**config.mk**
```make
export PLATFORM = sky130hd
export DESIGN_NAME = traffic_light_timed_flat
export DESIGN_NICKNAME = d
export VERILOG_FILES = /design/src/rtl/traffic_pkg.sv /design/src/rtl/traffic_light_timed_if.sv /design/src/rtl/tl_phase_timer.sv /design/src/rtl/traffic_light_timed.sv /design/src/flat_wrapper.sv
export SDC_FILE = /design/constraint.sdc
export NUM_CORES = 1
export LEC_CHECK = 0
export BUFFER_PORTS_ARGS = -buffer_cell sky130_fd_sc_hd__buf_2
export CAP_MARGIN = 10
export CORE_MARGIN = 4
export CORE_UTILIZATION = 30
export CTS_CLUSTER_DIAMETER = 40
export DETAILED_ROUTE_END_ITERATION = 8
export PLACE_DENSITY = 0.42
export SLEW_MARGIN = 20
export SYNTH_ARGS = -nofsm -noshare
export SYNTH_HDL_FRONTEND = slang
export SYNTH_SLANG_ARGS = --single-unit
```
**constraint.sdc**
```tcl
create_clock -name clk -period 3.6 [get_ports clk]
set_input_delay 1.08 -clock clk [delete_from_list [all_inputs] [get_ports clk]]
set_output_delay 1.08 -clock clk [all_outputs]
set_load 0.03 [all_outputs]
```
**src/rtl/traffic_pkg.sv**
```systemverilog
// Shared types and constants for the timed highway/farm intersection controller.
package traffic_pkg;

  // One-hot signal-head colours (R,Y,G from MSB to LSB)
  localparam logic [2:0] RED    = 3'b100;
  localparam logic [2:0] YELLOW = 3'b010;
  localparam logic [2:0] GREEN  = 3'b001;
  localparam logic [2:0] DARK   = 3'b000;

  typedef enum logic [2:0] {
    S_HG    = 3'd0,
    S_HY    = 3'd1,
    S_AR1   = 3'd2,
    S_FG    = 3'd3,
    S_FY    = 3'd4,
    S_AR2   = 3'd5,
    S_FLASH = 3'd6
  } state_e;

  // Everything the controller drives toward the signal heads
  typedef struct packed {
    logic [2:0] hwy;
    logic [2:0] farm;
    logic       walk;
  } lights_t;

  localparam lights_t LIGHTS_RESET = '{hwy: GREEN, farm: RED, walk: 1'b0};

  // Moore decode of a controller state (plus blink phase in FLASH)
  function automatic lights_t light_decode(input state_e s, input logic blink_lit);
    lights_t l;
    l.hwy  = RED;
    l.farm = RED;
    l.walk = 1'b0;
    case (s)
      S_HG: l.hwy = GREEN;
      S_HY: l.hwy = YELLOW;
      S_FG: begin
        l.farm = GREEN;
        l.walk = 1'b1;
      end
      S_FY: l.farm = YELLOW;
      S_FLASH: begin
        if (blink_lit) begin
          l.hwy = YELLOW;
        end else begin
          l.hwy  = DARK;
          l.farm = DARK;
        end
      end
      default: ;
    endcase
    return l;
  endfunction

endpackage

```
**src/rtl/traffic_light_timed_if.sv**
```systemverilog
// Sensor/button/mode inputs and signal-head outputs of the intersection controller.
interface traffic_light_timed_if;
  logic       c;
  logic       ped_req;
  logic       flash;
  logic [2:0] light_highway;
  logic [2:0] light_farm;
  logic       walk;

  // Controller side
  modport slave (
    input  c,
    input  ped_req,
    input  flash,
    output light_highway,
    output light_farm,
    output walk
  );

  // Environment side (sensors, buttons, signal heads)
  modport master (
    output c,
    output ped_req,
    output flash,
    input  light_highway,
    input  light_farm,
    input  walk
  );
endinterface

```
**src/rtl/tl_phase_timer.sv**
```systemverilog
// Saturating phase timer with clear and an elapsed / reached compare against a limit.
module tl_phase_timer #(
  parameter int unsigned CNT_W = 8
) (
  input  logic             clk,
  input  logic             rst_n,
  input  logic             i_clear,
  input  logic             i_inc,
  input  logic [CNT_W-1:0] i_limit,
  output logic [CNT_W-1:0] o_count,
  output logic             o_elapsed_c,
  output logic             o_reached_c
);

  logic [CNT_W-1:0] r_count;

  // Count up while enabled, hold at all-ones, clear wins over increment
  always_ff @(posedge clk or negedge rst_n) begin
    if (!rst_n) begin
      r_count <= '0;
    end else if (i_clear) begin
      r_count <= '0;
    end else if (i_inc && (r_count != {CNT_W{1'b1}})) begin
      r_count <= r_count + CNT_W'(1);
    end
  end

  assign o_count     = r_count;
  assign o_elapsed_c = (r_count == i_limit);
  assign o_reached_c = (r_count >= i_limit);

endmodule

```
**src/rtl/traffic_light_timed.sv**
```systemverilog
// Timed highway/farm intersection controller with ped latch, farm min/max green and flash mode.
module traffic_light_timed
  import traffic_pkg::*;
#(
  parameter int unsigned CNT_W          = 8,
  parameter int unsigned HWY_MIN_GREEN  = 16,
  parameter int unsigned YELLOW_T       = 4,
  parameter int unsigned ALL_RED_T      = 2,
  parameter int unsigned FARM_MIN_GREEN = 6,
  parameter int unsigned FARM_MAX_GREEN = 20,
  parameter int unsigned FLASH_HALF     = 8
) (
  input  logic                 clk,
  input  logic                 rst_n,
  traffic_light_timed_if.slave bus
);

  localparam int unsigned MAX_DUR = 32'd1 << CNT_W;

  localparam bit PARAMS_OK =
      (CNT_W >= 1) && (CNT_W <= 24) &&
      (HWY_MIN_GREEN  >= 1) && (HWY_MIN_GREEN  <= MAX_DUR) &&
      (YELLOW_T       >= 1) && (YELLOW_T       <= MAX_DUR) &&
      (ALL_RED_T      >= 1) && (ALL_RED_T      <= MAX_DUR) &&
      (FARM_MIN_GREEN >= 1) && (FARM_MIN_GREEN <= MAX_DUR) &&
      (FARM_MAX_GREEN >= 1) && (FARM_MAX_GREEN <= MAX_DUR) &&
      (FLASH_HALF     >= 1) && (FLASH_HALF     <= MAX_DUR) &&
      (FARM_MAX_GREEN >= FARM_MIN_GREEN);

  // Reject illegal phase lengths at elaboration
  if (!PARAMS_OK) begin : g_param_check
    $error("traffic_light_timed: illegal parameter set");
  end

  // Terminal timer values: a phase of T cycles ends when the timer reads T-1
  localparam logic [CNT_W-1:0] L_HWY   = CNT_W'(HWY_MIN_GREEN - 1);
  localparam logic [CNT_W-1:0] L_YEL   = CNT_W'(YELLOW_T - 1);
  localparam logic [CNT_W-1:0] L_AR    = CNT_W'(ALL_RED_T - 1);
  localparam logic [CNT_W-1:0] L_FMIN  = CNT_W'(FARM_MIN_GREEN - 1);
  localparam logic [CNT_W-1:0] L_FMAX  = CNT_W'(FARM_MAX_GREEN - 1);
  localparam logic [CNT_W-1:0] L_FLASH = CNT_W'(FLASH_HALF - 1);

  state_e           r_state;
  state_e           w_next;
  logic             r_ped_pending;
  logic             w_ped_next;
  logic             r_blink_lit;
  logic             w_blink_next;
  lights_t          r_lights;
  lights_t          w_lights_next;
  logic [CNT_W-1:0] w_count;
  logic [CNT_W-1:0] w_limit;
  logic             w_elapsed;
  logic             w_reached;
  logic             w_clear;

  tl_phase_timer #(
    .CNT_W (CNT_W)
  ) u_timer (
    .clk         (clk),
    .rst_n       (rst_n),
    .i_clear     (w_clear),
    .i_inc       (1'b1),
    .i_limit     (w_limit),
    .o_count     (w_count),
    .o_elapsed_c (w_elapsed),
    .o_reached_c (w_reached)
  );

  // Select the timer compare value for the current phase
  always_comb begin
    w_limit = L_HWY;
    case (r_state)
      S_HG:    w_limit = L_HWY;
      S_HY:    w_limit = L_YEL;
      S_AR1:   w_limit = L_AR;
      S_FG:    w_limit = L_FMIN;
      S_FY:    w_limit = L_YEL;
      S_AR2:   w_limit = L_AR;
      S_FLASH: w_limit = L_FLASH;
      default: w_limit = L_HWY;
    endcase
  end

  // State register
  always_ff @(posedge clk or negedge rst_n) begin
    if (!rst_n) begin
      r_state <= S_HG;
    end else begin
      r_state <= w_next;
    end
  end

  // Next state, timer clear, blink, ped latch and next output decode
  always_comb begin
    w_next        = r_state;
    w_blink_next  = 1'b1;
    w_clear       = 1'b0;
    w_ped_next    = r_ped_pending;
    w_lights_next = LIGHTS_RESET;

    case (r_state)
      S_HG: begin
        // Timer saturates while highway green is held past its minimum
        if (w_reached && (bus.c || r_ped_pending)) w_next = S_HY;
      end
      S_HY: begin
        if (w_elapsed) w_next = S_AR1;
      end
      S_AR1: begin
        if (w_elapsed) w_next = S_FG;
      end
      S_FG: begin
        if ((w_reached && !bus.c) || (w_count == L_FMAX)) w_next = S_FY;
      end
      S_FY: begin
        if (w_elapsed) w_next = S_AR2;
      end
      S_AR2: begin
        if (w_elapsed) w_next = S_HG;
      end
      S_FLASH: begin
        // Leaving flash always passes through an all-red clearance first
        if (!bus.flash) w_next = S_AR2;
      end
      default: w_next = S_HG;
    endcase

    // Flash overrides every other transition
    if (bus.flash) w_next = S_FLASH;

    // Blink restarts lit on flash entry and toggles each half-period inside it
    if ((r_state == S_FLASH) && (w_next == S_FLASH)) begin
      w_blink_next = r_blink_lit ^ w_elapsed;
    end

    // Timer restarts on every state entry and on every blink toggle
    w_clear = (w_next != r_state) ||
              ((r_state == S_FLASH) && (w_next == S_FLASH) && w_elapsed);

    // Pedestrian request is served by the farm green that follows it
    if ((r_state != S_FG) && (w_next == S_FG)) begin
      w_ped_next = 1'b0;
    end else if ((r_state != S_FG) && bus.ped_req) begin
      w_ped_next = 1'b1;
    end

    // Outputs update on the same edge as the state register
    w_lights_next = light_decode(w_next, w_blink_next);
  end

  // Ped latch, blink phase and registered signal-head outputs
  always_ff @(posedge clk or negedge rst_n) begin
    if (!rst_n) begin
      r_ped_pending <= 1'b0;
      r_blink_lit   <= 1'b1;
      r_lights      <= LIGHTS_RESET;
    end else begin
      r_ped_pending <= w_ped_next;
      r_blink_lit   <= w_blink_next;
      r_lights      <= w_lights_next;
    end
  end

  assign bus.light_highway = r_lights.hwy;
  assign bus.light_farm    = r_lights.farm;
  assign bus.walk          = r_lights.walk;

endmodule

```
**src/flat_wrapper.sv**
```systemverilog
// flat-port wrapper written by rule: the top's interface ports become plain ports
module traffic_light_timed_flat import traffic_pkg::*;
#(
  parameter int unsigned CNT_W          = 8,
  parameter int unsigned HWY_MIN_GREEN  = 16,
  parameter int unsigned YELLOW_T       = 4,
  parameter int unsigned ALL_RED_T      = 2,
  parameter int unsigned FARM_MIN_GREEN = 6,
  parameter int unsigned FARM_MAX_GREEN = 20,
  parameter int unsigned FLASH_HALF     = 8
)
  (clk, rst_n, bus_c, bus_ped_req, bus_flash, bus_light_highway, bus_light_farm, bus_walk);
  traffic_light_timed_if bus_i ();
  input  logic clk;
  input  logic rst_n;
  input wire logic [$bits(bus_i.c)-1:0] bus_c;
  input wire logic [$bits(bus_i.ped_req)-1:0] bus_ped_req;
  input wire logic [$bits(bus_i.flash)-1:0] bus_flash;
  output wire logic [$bits(bus_i.light_highway)-1:0] bus_light_highway;
  output wire logic [$bits(bus_i.light_farm)-1:0] bus_light_farm;
  output wire logic [$bits(bus_i.walk)-1:0] bus_walk;
  assign bus_i.c = bus_c;
  assign bus_i.ped_req = bus_ped_req;
  assign bus_i.flash = bus_flash;
  assign bus_light_highway = bus_i.light_highway;
  assign bus_light_farm = bus_i.light_farm;
  assign bus_walk = bus_i.walk;
  traffic_light_timed #(.CNT_W(CNT_W), .HWY_MIN_GREEN(HWY_MIN_GREEN), .YELLOW_T(YELLOW_T), .ALL_RED_T(ALL_RED_T), .FARM_MIN_GREEN(FARM_MIN_GREEN), .FARM_MAX_GREEN(FARM_MAX_GREEN), .FLASH_HALF(FLASH_HALF)) u_core (.clk(clk), .rst_n(rst_n), .bus(bus_i));
endmodule
```
==> parameters.txt <==
Parameter                              Value

Floorplan
  Effective utilization at floorplan    a little under a third
  Area of the die    ~5600 um2
  Std-Cell Core Area    ~4400 um2
  Height of the die    between 70 and 80 um
  Boundary pin count    12
  Die width    around 75 um
  FP Rows    24

Route
  Residual DRC count    0
  Number of antenna-violating nets in the routed design    0
  Via total after detailed routing    1201
  Number of design-rule violations left by the first detailed-router iteration    between 90 and 100
  Via-to-Cell Ratio    5.77
  Drt total wl    3590 um
  Post-detailed-route wirelength per cell    about 17 um
  Total iterations of the first detailed-routing run    4

Run status
  Run status    complete, no violations

Cells and area
  Final nets    166
  Core Util, Final    between 30% and 40%
  Number of diodes    0
  Number of cells in the finished layout apart from fillers    between 200 and 250
  Signed area change from the synthesized netlist to the final layout    11.2%
  Commonest cells after routing, fill and taps aside    dfrtp_1 (17), nand3_1 (14), buf_2 (11), mux2i_1 (10), nor2_1 (9)
  Share of post-route cells with drive strength above 1    between 10% and 20%
  Most common cell after layout, fill and taps aside    dfrtp_1

Clocking
  H-tree depth reported by CTS    1
  Buffers from clock root to sink, at most    2
  Sinks on Clock Net    20
  Clock transition at the registers of the reported paths    0.08 ns
  Number of resized instances in the post-cts repair step    0
  Number of buffers created by CTS    3
  Clk_lat worst skew    approximately 0.26 ns
  CTS tree    done
  Post-CTS setup buffers    0
  Clock root buffer    clkbuf_8
  Count of hold buffers inserted by post-cts repair    0

STA
  Final setup viols    0
  Share of the cycle needed by the critical path after routing    86.1%
  Slew Limit Fails    0
  Sum of negative setup slack    0 ns
  Worst clock skew    about 0.0084 ns
  Unrepaired setup endpoints after global routing    false
  Pin slew with the least headroom to its limit    just under 0.8 ns
  Post-layout min period    3.10 ns
  Final Hold Vio Count    0
  Maximum achievable frequency    0.323 GHz
  Slew Limit Headroom    47.7%
  Final hold slack    roughly 0.58 ns

Power and ir drop
  IR drop worst, VDD    between 0.0001 and 0.00015 V
  Static leakage power    approximately 0.66 nW
  P per Cell Area    about 400 nW/um2

Global routing
  Number of antenna violations at the first check in global routing    0
  Grt total ovfl    0
  Via count of the first global-routing pass    around 1200
  Wire length of the first global-routing pass    5870 um
  Routing layer with the top usage in global route    met2
  Overall track demand over capacity in global routing    a little over an eighth
  Met2 Resource Use GR    ~22%
  Maximum number of pins on one net before global-route repair    21
  GR Layer Usage met3    2.14%
  Global routing met1 resource utilization    a little under a fifth

Yosys
  Mapped cell area    around 1400 um2
  Cells after Synth    roughly 150
  Netlist cell types    46
  Mean cell area of the mapped netlist    9.19 um2
  Async set or reset register ratio after synthesis    between 90% and 100%
  Post-synth EDFFs    0
  Main synth FF type    dfrtp_1
  Sequential element share of the synthesized area    roughly 37%
  Number of synthesized register bits    20
  Net count after synthesis    156
  Warning count from the yosys run    0

Job
  Maximum capacitance violations    0

Worst hold path
  Start point of the worst hold path    u_core.r_blink_lit$_DFF_PN1_
  Worst hold path class    reg2reg

Worst setup path
  Start of the worst register-to-register path    u_core.r_state[0]$_DFF_PN0_
  CP max-delay cell    dfrtp_1
  Highest cell delay on the worst timing path    0.50 ns
  Sequence of cells on the critical path    nor3_1, a21oi_1, ha_1, and4_1, a2111o_1, mux2i_1, o31ai_2, inv_2, o32a_1
  Worst reg-to-reg setup slack    0.50 ns
  Delay-heaviest family, CP    compound AO/OA/AOI/OAI gates
  Highest fanout seen on the critical path    11
  Required time of the critical path    3.78 ns
  Arrival time reported for the critical path endpoint    approximately 3.3 ns
  Count of buffering cells on the critical path with inverters included    1
  Critical Path Source Type    flop
  Worst setup startpoint    u_core.r_state[0]$_DFF_PN0_
  Category of the worst setup path capture point    flop
  Crit Path Class    reg2reg

Place
  Detailed placement HPWL    between 2000 and 3000 um
  Final weighted congestion of routability-driven global placement    0.900
  Port-buffer cells    11
  Number of placed instances, taps included    slightly above 200
==> area by class of cell <==
class / instances / area, um2
timing repair buffer: 15 / 85.1
multi-input combinational: 110 / 767
inverter: 7 / 26.3
tap: 52 / 65.1
clock buffer: 4 / 55.1
fill: 453 / 2850
sequential: 20 / 504
==> logic make-up after synthesis <==
kind of cell | after synthesis | share of synthesized area (%)
AOI/OAI and AO/OA | 46 | 25.0
adders and majority gates | 4 | 3.70
muxes | 12 | 9.07
and+or+nand+nor | 47 | 18.3
buffers and inverters | 17 | 5.93
DFF | 20 | 37.3
xor gates and xnor gates | 1 | 0.648
==> tightest hold or removal path: stages, from the launching register on <==
cell     delay [ns]
dfstp_2        0.37
o21ai_0        0.09
nand4_1        0.11
==> metrics by stage <==
step	area (um2)	total power [mW]	setup slack, ns
after floorplan	1350	0.381	0.610
after global placement	1450	0.430	0.551
after detailed placement	1450	0.431	0.569
after CTS	1500	0.611	0.522
after global routing	1500	0.636	0.381
final	1500	0.601	0.500
==> synthesized netlist by cell type, types with 4 or more instances <==
master    instances  area, um2
mux2i_1          10        100
nand2_1           6       22.5
ha_1              4       50.1
o21ai_0           5       25.0
nand3_1          14       70.1
dfrtp_1          17        425
a31oi_1           4       25.0
nor2_1            9       33.8
clkbuf_1          7       26.3
inv_1             6       22.5
a21oi_1           7       35.0
o211ai_1          8       60.1
==> flip-flops by register name, summed over array words and instances (netlist names) <==
name and cells:
u_core.bus.walk 1, u_core.bus.light_farm 3, u_core.u_timer.o_count 8, u_core.bus.light_highway 3, u_core.r_state 3, u_core.r_ped_pending 1, u_core.r_blink_lit 1
==> where the power goes <==
group / switching [mW] / internal (mW)
registers: 0.0190 / 0.243
logic: 0.106 / 0.0578
clock network: 0.0777 / 0.0973
total: 0.202 / 0.398
==> path summary, 6_finish.rpt <==
| check | end | cells past startpoint |
|---|---|---|
| worst max register to register | u_core.bus.light_farm[2]$_DFF_PN1_ | 9 |
| max in group asynchronous | u_core.r_blink_lit$_DFF_PN1_ | 1 |
| min in group asynchronous | u_core.u_timer.o_count[2]$_DFFE_PN0P_ | 1 |
| worst min register to register | u_core.r_blink_lit$_DFF_PN1_ | 2 |
| worst max-delay path | u_core.bus.light_farm[2]$_DFF_PN1_ | 9 |
| worst min-delay path | u_core.r_blink_lit$_DFF_PN1_ | 2 |
==> per-layer routing <==
metal | vias up | part of all wire, %
met5 | - | 0
met4 | 0 | 0.70
met3 | 2 | 4.7
met2 | 27 | 48
met1 | 589 | 47
li1 | 583 | -
Note: power is estimated with default switching activity, not from simulation.
